==> src/rtl/shift_ctrl_pkg.sv <==
// -----------------------------------------------------------------------------
// shift_ctrl_pkg
//   Shared definitions for the shift-register sequencer:
//     - state_t   : controller FSM state encoding
//     - SEL_*     : select codes understood by the n-bit shift register
//     - shift_sel : maps a direction bit onto the matching shift select code
// -----------------------------------------------------------------------------
package shift_ctrl_pkg;

  typedef enum logic [1:0] {
    ST_IDLE  = 2'd0,
    ST_LOAD  = 2'd1,
    ST_SHIFT = 2'd2,
    ST_DONE  = 2'd3
  } state_t;

  // Select codes of the controlled shift register.
  localparam logic [1:0] SEL_SHL  = 2'b00;
  localparam logic [1:0] SEL_SHR  = 2'b01;
  localparam logic [1:0] SEL_LOAD = 2'b10;
  localparam logic [1:0] SEL_HOLD = 2'b11;

  // dir = 0 shifts toward the MSB, dir = 1 shifts toward the LSB.
  function automatic logic [1:0] shift_sel(input logic dir);
    return dir ? SEL_SHR : SEL_SHL;
  endfunction

endpackage

==> src/rtl/shift_seq_cnt.sv <==
// -----------------------------------------------------------------------------
// shift_seq_cnt
//   Loadable CNT_W-bit down-counter holding the number of shift cycles still
//   to perform. Decrementing saturates at zero.
//
// Ports:
//   clk       in   rising-edge clock
//   rst       in   asynchronous active-high reset (counter clears to 0)
//   load      in   load load_val (takes priority over dec)
//   load_val  in   CNT_W  value to load
//   dec       in   decrement by one
//   zero      out  counter is 0
//   last      out  counter is 1 (the current cycle is the final shift)
// -----------------------------------------------------------------------------
module shift_seq_cnt #(
  parameter int CNT_W = 4
) (
  input  logic             clk,
  input  logic             rst,
  input  logic             load,
  input  logic [CNT_W-1:0] load_val,
  input  logic             dec,
  output logic             zero,
  output logic             last
);

  logic [CNT_W-1:0] value;

  always_ff @(posedge clk or posedge rst) begin
    if (rst) begin
      value <= '0;
    end else if (load) begin
      value <= load_val;
    end else if (dec && (value != '0)) begin
      value <= value - 1'b1;
    end
  end

  assign zero = (value == '0);
  assign last = (value == CNT_W'(1));

endmodule

==> src/rtl/shift_seq_ctrl.sv <==
// -----------------------------------------------------------------------------
// shift_seq_ctrl
//   Command-driven sequencer for an n-bit shift register. A command (load word,
//   direction, shift count) is accepted over cmd_valid/cmd_ready; the register
//   is then parallel-loaded for one cycle and shifted count times with zeros
//   shifting in. Each departing bit is presented on ser_out/ser_valid, and the
//   final register word is returned over res_valid/res_ready.
//
//   Timeline for count N, command accepted in cycle c0:
//     c1           LOAD   (sr_sel = 10, sr_din = word)
//     c2..c(1+N)   SHIFT  (sr_sel = 00/01, ser_valid = 1)
//     c(2+N)..     DONE   (sr_sel = 11, res_valid = 1 until res_ready)
//
// Ports:
//   clk, rst            clock, asynchronous active-high reset
//   cmd_valid/ready     command handshake
//   cmd_data [WIDTH]    word to parallel-load
//   cmd_dir             0 = shift left, 1 = shift right
//   cmd_count [CNT_W]   shift cycles after the load (0 allowed)
//   sr_sel [2], sr_din  drive the shift register
//   sr_dout [WIDTH]     current shift-register contents
//   ser_out, ser_valid  bit leaving the register this cycle
//   res_valid/ready     result handshake
//   res_data [WIDTH]    final register word
//   busy                high whenever the FSM is not idle
// -----------------------------------------------------------------------------
module shift_seq_ctrl
  import shift_ctrl_pkg::*;
#(
  parameter int WIDTH = 4,
  parameter int CNT_W = 4
) (
  input  logic             clk,
  input  logic             rst,
  input  logic             cmd_valid,
  output logic             cmd_ready,
  input  logic [WIDTH-1:0] cmd_data,
  input  logic             cmd_dir,
  input  logic [CNT_W-1:0] cmd_count,
  output logic [1:0]       sr_sel,
  output logic [WIDTH-1:0] sr_din,
  input  logic [WIDTH-1:0] sr_dout,
  output logic             ser_out,
  output logic             ser_valid,
  output logic             res_valid,
  input  logic             res_ready,
  output logic [WIDTH-1:0] res_data,
  output logic             busy
);

  state_t           state_reg;
  logic             dir_reg;
  logic [WIDTH-1:0] data_reg;

  logic             cmd_accept;
  logic             res_accept;
  logic             cnt_zero;
  logic             cnt_last;

  assign cmd_accept = cmd_valid && cmd_ready;
  assign res_accept = res_valid && res_ready;

  // Remaining shift cycles. Loaded at acceptance so later cmd_count changes
  // are ignored; counts down once per SHIFT cycle.
  shift_seq_cnt #(
    .CNT_W (CNT_W)
  ) u_cnt (
    .clk      (clk),
    .rst      (rst),
    .load     (cmd_accept),
    .load_val (cmd_count),
    .dec      (state_reg == ST_SHIFT),
    .zero     (cnt_zero),
    .last     (cnt_last)
  );

  // Controller FSM. Handshake flags, select and busy are registered so they
  // change only on state transitions.
  always_ff @(posedge clk or posedge rst) begin
    if (rst) begin
      state_reg <= ST_IDLE;
      dir_reg   <= 1'b0;
      data_reg  <= '0;
      cmd_ready <= 1'b1;
      sr_sel    <= SEL_HOLD;
      ser_valid <= 1'b0;
      res_valid <= 1'b0;
      busy      <= 1'b0;
    end else begin
      case (state_reg)
        ST_IDLE: begin
          if (cmd_accept) begin
            data_reg  <= cmd_data;
            dir_reg   <= cmd_dir;
            state_reg <= ST_LOAD;
            cmd_ready <= 1'b0;
            busy      <= 1'b1;
            sr_sel    <= SEL_LOAD;
          end
        end

        ST_LOAD: begin
          if (cnt_zero) begin
            state_reg <= ST_DONE;
            sr_sel    <= SEL_HOLD;
            res_valid <= 1'b1;
          end else begin
            state_reg <= ST_SHIFT;
            sr_sel    <= shift_sel(dir_reg);
            ser_valid <= 1'b1;
          end
        end

        ST_SHIFT: begin
          // The counter still shows the remaining cycles including this one,
          // so a value of 1 marks the final shift edge.
          if (cnt_last) begin
            state_reg <= ST_DONE;
            sr_sel    <= SEL_HOLD;
            ser_valid <= 1'b0;
            res_valid <= 1'b1;
          end
        end

        ST_DONE: begin
          // cmd_ready only rises on entering IDLE, so a command waiting here
          // is taken one cycle later -- no DONE-to-LOAD bypass.
          if (res_accept) begin
            state_reg <= ST_IDLE;
            res_valid <= 1'b0;
            busy      <= 1'b0;
            cmd_ready <= 1'b1;
          end
        end

        default: begin
          state_reg <= ST_IDLE;
          cmd_ready <= 1'b1;
          sr_sel    <= SEL_HOLD;
          ser_valid <= 1'b0;
          res_valid <= 1'b0;
          busy      <= 1'b0;
        end
      endcase
    end
  end

  // The load word is only presented while the register is told to load.
  assign sr_din = (state_reg == ST_LOAD) ? data_reg : '0;

  // The serial tap and the result word come straight from the register
  // contents: the departing bit is the one sitting at the outgoing end in the
  // current cycle, and the last shift edge coincides with entering DONE, so a
  // registered copy would lag by one cycle. In DONE the register holds, so
  // res_data is stable for the whole handshake.
  assign ser_out  = (state_reg == ST_SHIFT) &&
                    (dir_reg ? sr_dout[0] : sr_dout[WIDTH-1]);
  assign res_data = (state_reg == ST_DONE) ? sr_dout : '0;

  // Consistency of the registered status flags with the state.
  a_busy_state : assert property (@(posedge clk) disable iff (rst)
    busy == (state_reg != ST_IDLE));
  a_ready_state : assert property (@(posedge clk) disable iff (rst)
    cmd_ready == (state_reg == ST_IDLE));
  a_res_state : assert property (@(posedge clk) disable iff (rst)
    res_valid == (state_reg == ST_DONE));
  a_ser_state : assert property (@(posedge clk) disable iff (rst)
    ser_valid == (state_reg == ST_SHIFT));

endmodule
==> config.mk <==
export PLATFORM = sky130hd
export DESIGN_NAME = shift_seq_ctrl
export DESIGN_NICKNAME = d
export VERILOG_FILES = /design/src/rtl/shift_ctrl_pkg.sv /design/src/rtl/shift_seq_cnt.sv /design/src/rtl/shift_seq_ctrl.sv
export SDC_FILE = /design/constraint.sdc
export NUM_CORES = 1
export LEC_CHECK = 0
export ABC_CLOCK_PERIOD_IN_PS = 3500
export CORE_MARGIN = 2
export CORE_UTILIZATION = 49
export CTS_BUF_LIST = sky130_fd_sc_hd__clkbuf_4 sky130_fd_sc_hd__clkbuf_8 sky130_fd_sc_hd__clkbuf_16
export DETAILED_ROUTE_END_ITERATION = 8
export PLACE_DENSITY = 0.83
export SLEW_MARGIN = 20
export SYNTH_ARGS = -nofsm -noshare
export SYNTH_HDL_FRONTEND = slang
export SYNTH_SLANG_ARGS = --single-unit
==> constraint.sdc <==
create_clock -name clk -period 3.5 [get_ports clk]
set_clock_uncertainty 0.1 [all_clocks]
set_input_delay 0.35 -clock clk [delete_from_list [all_inputs] [get_ports clk]]
set_output_delay 0.35 -clock clk [all_outputs]
set_load 0.005 [all_outputs]
# After elaboration in Yosys (flattened, before gate mapping)
# Cells that the tools add are included.
# totals
in_bits	17
regBits	17
elab_cells	63
# op_classes
addsub	1
mux	26
n_eq_ne	9
reduce_logical	18
# ops
cell	count
$mux W4	4
$reduce_and A3 Y1	4
$mux W1	11
$mux W2	5
$ne A2 B2 Y1 const B	5
$pmux W2 S4	1
$pmux W1 S2	3
$pmux W2 S3	1
$reduce_bool A2 Y1	3
$reduce_bool A3 Y1	2
$eq A2 B2 Y1 const B	2
$eq A4 B1 Y1 const B	1
$logic_and A1 B1 Y1	4
$logic_not A4 Y1	1
$reduce_and A4 Y1	1
$reduce_bool A4 Y1	1
$sub A4 B1 Y4 const B	1
$pmux W1 S3	1
$eq A2 B1 Y1 const B	1
$logic_not A2 Y1	1
$reduce_and A2 Y1	1

# Depth between registers and ports, before layout
# Gate-level depths: netlist of the first run.
# logic_depth
ltp_word	4
depth_mapped	6

# Modules after synthesis
# A second synthesis of the first run with hierarchy kept.
# hier_totals
hier_cells	103
area_unflattened_um2	1061.0
# by_module_without_submodules
mod	seq_area_each_um2	n_inst	cells_per_inst	area_each_um2
shift_seq_ctrl	329.1	1	72	787.0
shift_seq_cnt	100.1	1	31	274.0

# Least setup slack after synthesis of the first run
# OpenSTA, ideal clock, no wires.
# synth_path
kind	register -> output
from	register state_reg[0]
to	output ser_out
slack_ps	1740
path_stages_with_launch	6
path_buffers	1
arrival_ps	1310
path_cell_list	dfrtp_1 -> inv_1 -> ha_1 -> clkbuf_1 -> inv_1 -> nor2_1
# synth_via
elab_chain_len	2
# synth_rtl
element	line_no	text
start: declaration	shift_seq_ctrl.sv:51	state_t state_reg;
start signal: assignment	shift_seq_ctrl.sv:81	state_reg <= ST_IDLE;
start signal: assignment	shift_seq_ctrl.sv:95	state_reg <= ST_LOAD;
start signal: assignment	shift_seq_ctrl.sv:104	state_reg <= ST_DONE;
$eq A2 B2 Y1	shift_seq_ctrl.sv:156	assign ser_out = (state_reg == ST_SHIFT) &&
$logic_and A1 B1 Y1	shift_seq_ctrl.sv:156	
end: declaration	shift_seq_ctrl.sv:43	output logic ser_out,
# No other way between the ends.

# Worst setup path after layout of the first run
# Same ends and word-level chain as after synthesis.

==> results of run 1 <==
-- kinds of logic after synthesis --
kind of cell | Yosys count | share of synthesized area, %
flops | 17 | 41.0
compound gates | 24 | 18.4
mux | 10 | 10.4
fa+ha+maj | 8 | 9.56
simple gates | 29 | 16.3
buf+inv | 12 | 4.42
-- power by group through the flow --
stage / combinational [mW] / sequential [mW] / clock [mW]
after detailed placement: 0.685 / 0.393 / 0
after global placement: 0.658 / 0.385 / 0
after CTS: 0.689 / 0.388 / 0.120
after global routing: 0.751 / 0.406 / 0.126
after floorplan: 0.458 / 0.374 / 0
final: 0.679 / 0.388 / 0.117
-- placed cells by master (no fill, tap or decap), types with 2 or more instances in the layout --
cell type and n:
clkdlybuf4s50_1 31, mux2i_1 3, a2bb2oi_1 2, nand2_1 3, o21ai_0 4, nand3_1 4, dfrtp_1 14, ha_1 8
inv_1 9, dfstp_2 3, clkbuf_4 4, mux2_2 7, and2_1 8, nor2_1 6, a21oi_1 5
-- metal layers --
layer	wire length (um)	vias to the layer above	global-route usage [%]
met2	1180	22	35.7
met5	0	-	0
met4	29	0	5.56
li1	-	426	-
met1	969	409	24.7
met3	96	5	4.17
-- layout make-up --
class                   instances  share of cell area [%]
multi-input cells              71                    40.6
flip-flops and latches         17                    30.5
repair buffers                 31                    22.0
inverters                       9                    2.40
well taps                      27                    2.40
clock buffers                   4                    2.13
-- through the flow --
step	instances	hold slack [ps]	utilization, %	power [mW]	worst slack, ps
final	159	330	71.1	1.18	869
after global placement	155	381	69.6	1.04	1260
after CTS	159	362	71.1	1.20	850
after global routing	159	410	71.1	1.28	667
after detailed placement	155	389	69.6	1.08	1180
after floorplan	100	174	-	0.833	1740
-- final timing paths --
| kind | cells after the start | end | slack [ps] |
|---|---|---|---|
| worst max-delay path | 5 | ser_out | 870 |
| worst min-delay path | 2 | data_reg[3] | 330 |
| worst max register to register | 5 | res_valid | 1580 |
| worst min register to register | 1 | data_reg[1] | 410 |
| max in group asynchronous | 2 | u_cnt.value[2] | 2550 |
| min in group clk | 1 | data_reg[1] | 410 |
==> results by group, run 1 <==
Global routing
  • Vias in the first global route: 882
  • First-pass GRT wire length: 3930 um
  • Initial antenna violation count: 0
  • Remaining Overflow, GRT: 0
  • GRT Total Usage: 20.2%
  • Largest net degree at the start of global routing: 18

CTS
  • Number of CTS-inserted buffers: 3
  • Clock Path Buffers: 2
  • CTS tree: built
  • Clock Tree Root: clkbuf_4
  • Later-pin clock latency in the skew report: 290 ps
  • Htree depth: 1
  • Setup repair bufs after CTS: 0
  • Worst-path clk slew: 100 ps
  • Clock Sinks: 17
  • Post-CTS Resized: 0
  • CTS Hold Bufs: 0

STA
  • Final hold vios: 0
  • Setup violations, final: 0
  • Tmin final: 2630 ps
  • Setup_tns: 0 ps
  • Fin. max-slew vios: 0
  • Tcrit/Tclk final: 75.2%
  • Achievable Freq: 380 MHz
  • Unrepaired setup endpoints after global routing: no
  • Least-Margin Pin Slew: 649 ps
  • Relative slew slack: 56.7%

Synthesis
  • Register area share after synthesis: 41.0%
  • Syn Nets: 125
  • Register bit count reported by yosys: 17
  • Post-Syn Instances: 100
  • Yosys warns: 0
  • Top post-synthesis cells by area: dfrtp_1 33%, ha_1 9.6%, dfstp_2 7.5%, mux2_2 7.5%, and2_1 4.8%
  • Top cell type's share of synthesized area: 33.5%
  • Post-synth ARST share: 100%
  • Post-synth top cells: 14 x dfrtp_1, 9 x inv_1, 8 x and2_1, 8 x ha_1, 7 x mux2_2
  • Top-count cell post-synth: dfrtp_1
  • Mean Syn Cell Area: 10.5 um2
  • Synth Flop Type: dfrtp_1
  • EDFF count, synth: 0
  • Netlist cell types: 36
  • Post-Syn Area: 1050 um2
  • Yosys top cell by area: dfrtp_1

Setup path
  • Top cell by count, worst path: inv_1
  • Beginning of the critical path: state_reg[0]
  • Critical-path top delay cell: clkdlybuf4s50_1
  • CP top delay family: buffers and inverters
  • Crit path buf inv count: 3
  • Worst r2r src: u_cnt.value[0]
  • Crit-path cells: inv_1 -> ha_1 -> inv_1 -> nor2_1 -> clkdlybuf4s50_1
  • CP Launch Type: register
  • Worst Path Required: 3050 ps
  • Crit Path Max Fanout: 13
  • Setup crit end kind: primary output
  • Setup Crit Path Kind: reg -> out
  • Largest stage delay on the critical path: 500 ps
  • Worst EP arrival: 2180 ps

Status
  • Run status: complete, no violations

Final layout
  • Sequential standard cell area: 429 um2
  • Ant diodes: 0
  • Nets: 158
  • Design Area, Final: 1410 um2
  • Fraction of layout cells with a size suffix above 1: 14.4%
  • Area occupied by multi-input gates: 572 um2
  • Synthesis-to-finish area growth: 34.5%
  • Fill cells: 137

Power and ir drop
  • P_leak: 0.607 nW
  • Int Pwr: 0.731 mW
  • Clk pwr share: 9.9%
  • Sequential power share: 32.8%
  • Comb power frac: 57.3%
  • Max VDD drop: 0.579 mV
  • Switching share of power: 38.3%
  • Sw power: 0.453 mW
  • Power per cell area: 841 nW/um2

Placement
  • DP Wirelength: 1770 um
  • GPL Wtd Cong: 0.814
  • DP Area: 1380 um2
  • Port Buffers: 31

Routing
  • TritonRoute pass-1 iters: 4
  • Vias per cell: 5.42
  • WL/cell: 14.3 um
  • Final wirelength: 2270 um
  • DRT iter0 DRCs: 17
  • Residual DRC: 0
  • Antenna Nets Post-Route: 0
  • Vias: 862

Die
  • Cell Rows: 16
  • Die Span X: 50.2 um
  • Core ar.: 1980 um2
  • Ports: 32
  • Starting density of the core: 52.8%
  • Die area: 2520 um2
  • Die height: 50.2 um

Run
  • Max cap viols: 0

Worst hold path
  • Hold Crit Class: in -> async
Note: power is estimated with default switching activity, not from simulation.
==> run 2: changes to the inputs <==
ABC_CLOCK_PERIOD_IN_PS = 2700   (was 3500)
CORE_UTILIZATION = 46   (was 49)
PLACE_DENSITY = 0.79   (was 0.83)
clock period = 2.7 ns   (was 3.5 ns; I/O delays follow)
==> run 2 against run 1 <==
Total power rose by 31%; register-to-register slack got worse by 790 ps; sequential share of layout area fell by 0.19 points; final cell count rose by 1.3%; hold slack got worse by 76 ps; cell area rose by 0.62%; critical path type unchanged; largest power group unchanged.
==> results by group, run 2 (synthesis results as in run 1) <==
Global routing
  • GRT Total Usage: 21.5%
  • Largest net degree at the start of global routing: 18
  • Vias in the first global route: 927
  • First-pass GRT wire length: 4180 um
  • Remaining Overflow, GRT: 0
  • Initial antenna violation count: 0

Die
  • Die area: 2670 um2
  • Die height: 51.7 um
  • Core ar.: 2190 um2
  • Ports: 32
  • Cell Rows: 17
  • Starting density of the core: 47.8%
  • Die Span X: 51.7 um

Setup path
  • CP top delay family: buffers and inverters
  • R2R Setup Slk: 790 ps
  • Critical-path top delay cell: clkdlybuf4s50_1
  • Setup Crit Path Kind: reg -> out
  • Worst r2r src: u_cnt.value[0]
  • Crit-path cells: inv_1 -> ha_1 -> and2_1 -> clkdlybuf4s50_1
  • CP Launch Type: register
  • Largest stage delay on the critical path: 510 ps
  • Crit path buf inv count: 2
  • Setup crit end kind: primary output
  • Crit Path Max Fanout: 10
  • Worst Path Required: 2330 ps
  • Worst R2R Path Depth: 5
  • Worst EP arrival: 1940 ps
  • Reg2reg end: res_valid

Final layout
  • Sequential standard cell area: 429 um2
  • Fill cells: 175
  • Ant diodes: 0
  • Nets: 159
  • Commonest non-fill, non-tap cell in the layout: clkdlybuf4s50_1
  • Synthesis-to-finish area growth: 35.4%
  • Commonest cells after routing, fill and taps aside: 31 x clkdlybuf4s50_1, 14 x dfrtp_1, 9 x inv_1
  • Fraction of layout cells with a size suffix above 1: 15.0%
  • Area occupied by multi-input gates: 572 um2

CTS
  • Clock Sinks: 17
  • Number of CTS-inserted buffers: 3
  • Htree depth: 1
  • CTS Hold Bufs: 0
  • Setup repair bufs after CTS: 0
  • Later-pin clock latency in the skew report: 300 ps
  • Worst-path clk slew: 110 ps
  • Clock Tree Root: clkbuf_4
  • Clock Path Buffers: 2
  • Post-CTS Resized: 0
  • CTS tree: built

Routing
  • Residual DRC: 0
  • Final wirelength: 2400 um
  • Vias per cell: 5.45
  • TritonRoute pass-1 iters: 4
  • Antenna Nets Post-Route: 0
  • Vias: 877
  • DRT iter0 DRCs: 11
  • WL/cell: 14.9 um

Power and ir drop
  • Max VDD drop: 0.577 mV
  • Power per cell area: 1090 nW/um2
  • P_leak: 0.612 nW

Worst hold path
  • Hold Crit Class: in -> async

STA
  • Relative slew slack: 56.3%
  • Tcrit/Tclk final: 85.5%
  • Setup violations, final: 0
  • Tmin final: 2310 ps
  • Final hold vios: 0
  • Setup_tns: 0 ps
  • Fin. max-slew vios: 0
  • Unrepaired setup endpoints after global routing: no
  • Hold WS: 253 ps
  • Least-Margin Pin Slew: 655 ps
  • Achievable Freq: 433 MHz
  • Worst Slack Setup Final: 391 ps

Run
  • Max cap viols: 0

Placement
  • Port Buffers: 31
  • Dpl ws: 688 ps
  • DP Wirelength: 1800 um
  • GPL Wtd Cong: 0.809

Status
  • Run status: complete, no violations
## run 2: cell count changes in the layout (fill, tap and decap cells not counted)
cell	delta
buf_4	+1
## run 2: cell type report
type | count | share of cell area (%)
tap | 28 | 2.47
sequential | 17 | 30.3
clock buffer | 4 | 2.12
inverter | 9 | 2.38
timing repair buffer | 32 | 22.4
multi-input combinational | 71 | 40.3
## run 2: worst max path at each step
stage,slack (ps),start,cells after the start,endpoint
6_report,390,state_reg[1],4,sr_din[2]
5_1_grt,220,state_reg[1],4,sr_din[2]
4_1_cts,360,state_reg[1],4,sr_din[2]
3_5_place_dp,690,cmd_valid,4,sr_sel[0]
3_3_place_gp,730,cmd_valid,4,sr_sel[0]
2_1_floorplan,960,u_cnt.value[1],5,sr_sel[0]
## run 2: worst reg2reg max path: stages, from the launching register on
cell	delay, ps
dfrtp_1	440
inv_1	100
ha_1	250
or3b_1	460
a221o_1	320
o22ai_1	170
## run 2: through the flow
step / instance area, um2 / util [%] / total power, mW / std cells
2_1_floorplan: 1050 / - / 1.08 / 100
3_3_place_gp: 1390 / 63.3 / 1.36 / 157
3_5_place_dp: 1390 / 63.3 / 1.40 / 157
4_1_cts: 1420 / 64.7 / 1.56 / 161
5_1_grt: 1420 / 64.7 / 1.69 / 161
6_report: 1420 / 64.7 / 1.55 / 161
## run 2: routing by layer
layer / global-route usage, % / wire [um] / share of wire, % / vias to the layer above
li1: - / - / - / 427
met1: 24.0 / 998 / 42 / 422
met2: 40.2 / 1260 / 52 / 23
met3: 4.02 / 106 / 4.4 / 5
met4: 7.89 / 37 / 1.5 / 0
met5: 0 / 0 / 0 / -
## run 2: where the power goes
group	switching, mW	internal [mW]
Sequential	0.108	0.396
Combinational	0.401	0.491
Clock	0.0860	0.0676
==> run 3: changes to the inputs <==
CORE_UTILIZATION = 42   (was 46)
CTS_CLUSTER_DIAMETER = 80   (was unset)
PLACE_DENSITY = 0.73   (was 0.79)
==> run 3 against run 2 <==
Routed wire length shrank 0.37%; sequential cell count stayed put; combinational power grew 1%; total power is essentially flat; largest power group unchanged; global-route usage shrank 1.5 points; non-clock buffer count unchanged; core utilization is 5.8 points lower; highest routed layer unchanged; fmax is 3.2% higher; worst setup slack better by 72 ps; clock-buffer cell count unchanged; final cell count is 1.2% higher.
==> results by group, run 3 (synthesis results as in run 1) <==
Worst hold path
  • Hold Crit Class: in -> async

CTS
  • Post-CTS Resized: 0
  • CTS Hold Bufs: 0
  • Number of CTS-inserted buffers: 3
  • Clock Tree Root: clkbuf_4
  • Setup repair bufs after CTS: 0
  • CTS tree: built
  • Clock Sinks: 17
  • Clock Path Buffers: 2
  • Htree depth: 1
  • Later-pin clock latency in the skew report: 290 ps
  • Worst-path clk slew: 100 ps

Final layout
  • Synthesis-to-finish area growth: 35.6%
  • Nets: 159
  • Ant diodes: 0
  • Commonest cells after routing, fill and taps aside: 31 x clkdlybuf4s50_1, 14 x dfrtp_1, 9 x inv_1
  • Commonest non-fill, non-tap cell in the layout: clkdlybuf4s50_1
  • Fraction of layout cells with a size suffix above 1: 15.0%

STA
  • Relative slew slack: 56.6%
  • Unrepaired setup endpoints after global routing: no
  • Fin. max-slew vios: 0
  • Setup violations, final: 0
  • Least-Margin Pin Slew: 650 ps
  • Tmin final: 2240 ps
  • Setup_tns: 0 ps
  • Tcrit/Tclk final: 82.8%
  • Final hold vios: 0
  • Achievable Freq: 447 MHz
  • Hold WS: 258 ps

Die
  • Die area: 2910 um2
  • Ports: 32
  • Cell Rows: 18
  • Core ar.: 2410 um2
  • Starting density of the core: 43.5%
  • Die Span X: 53.9 um
  • Die height: 53.9 um

Setup path
  • Setup Crit Path Kind: reg -> out
  • Worst r2r src: u_cnt.value[0]
  • R2R Setup Slk: 750 ps
  • Worst EP arrival: 1870 ps
  • Reg2reg end: res_valid
  • Setup crit end kind: primary output
  • Worst R2R Path Depth: 5
  • CP Launch Type: register
  • Worst Path Required: 2330 ps
  • Crit Path Max Fanout: 10

Run
  • Max cap viols: 0

Routing
  • Residual DRC: 0
  • TritonRoute pass-1 iters: 4
  • Vias per cell: 5.31
  • DRT iter0 DRCs: 31
  • Final wirelength: 2390 um
  • Vias: 866
  • WL/cell: 14.7 um
  • Antenna Nets Post-Route: 0

Power and ir drop
  • Power per cell area: 1090 nW/um2
  • Max VDD drop: 0.574 mV
  • P_leak: 0.612 nW

Global routing
  • Initial antenna violation count: 0
  • First-pass GRT wire length: 4000 um
  • Remaining Overflow, GRT: 0
  • GRT Total Usage: 20.0%
  • Vias in the first global route: 862
  • Largest net degree at the start of global routing: 18

Placement
  • GPL Wtd Cong: 0.827
  • DP Wirelength: 1870 um
  • Port Buffers: 31

Status
  • Run status: complete, no violations
[run 3: cell counts in the layout (fill, tap and decap cells not counted)]
No cell type changed its count.
[run 3: worst max-delay path by stage]
stage / slack, ps / startpoint / depth (start not counted) / to
after CTS: 430 / state_reg[1] / 4 / sr_din[3]
after global placement: 720 / cmd_valid / 4 / sr_sel[0]
after detailed placement: 680 / cmd_valid / 4 / sr_sel[1]
final: 460 / state_reg[1] / 4 / sr_din[3]
after global routing: 320 / state_reg[1] / 4 / sr_din[3]
after floorplan: 960 / u_cnt.value[1] / 5 / sr_sel[0]
[run 3: area by class of cell]
cell class / instances / area, um2
Fill cell: 207 / 990
Tap cell: 30 / 37.5
Timing Repair Buffer: 32 / 318
Multi-Input combinational cell: 71 / 572
Inverter: 9 / 33.8
Sequential cell: 17 / 429
Clock buffer: 4 / 30.0
[run 3: critical path, stage by stage (launching register included)]
cell             delay, ps
dfrtp_1                420
inv_1                  130
ha_1                   350
and2_1                 170
clkdlybuf4s50_1        500
[run 3: where the power goes]
part	internal [mW]	total, mW	switching (mW)
Sequential	0.397	0.505	0.108
Clock	0.0674	0.144	0.0766
Combinational	0.490	0.900	0.411
Total	0.954	1.55	0.595
[run 3: routing by layer]
| layer | vias to the layer above | global-route usage, % | part of all wire [%] |
|---|---|---|---|
| met5 | - | 0 | 0 |
| met2 | 22 | 33.5 | 52 |
| met1 | 413 | 24.3 | 41 |
| met3 | 4 | 3.89 | 4.9 |
| met4 | 0 | 10.3 | 2.1 |
| li1 | 427 | - | - |
[run 3: per-stage QoR]
step | std cells | utilization (%) | area, um2 | total power, mW | setup slack (ps)
after floorplan | 100 | - | 1050 | 1.08 | 964
after global placement | 159 | 57.7 | 1390 | 1.37 | 722
after detailed placement | 159 | 57.7 | 1390 | 1.41 | 675
after CTS | 163 | 58.9 | 1420 | 1.56 | 431
after global routing | 163 | 58.9 | 1420 | 1.68 | 317
final | 163 | 58.9 | 1420 | 1.55 | 463
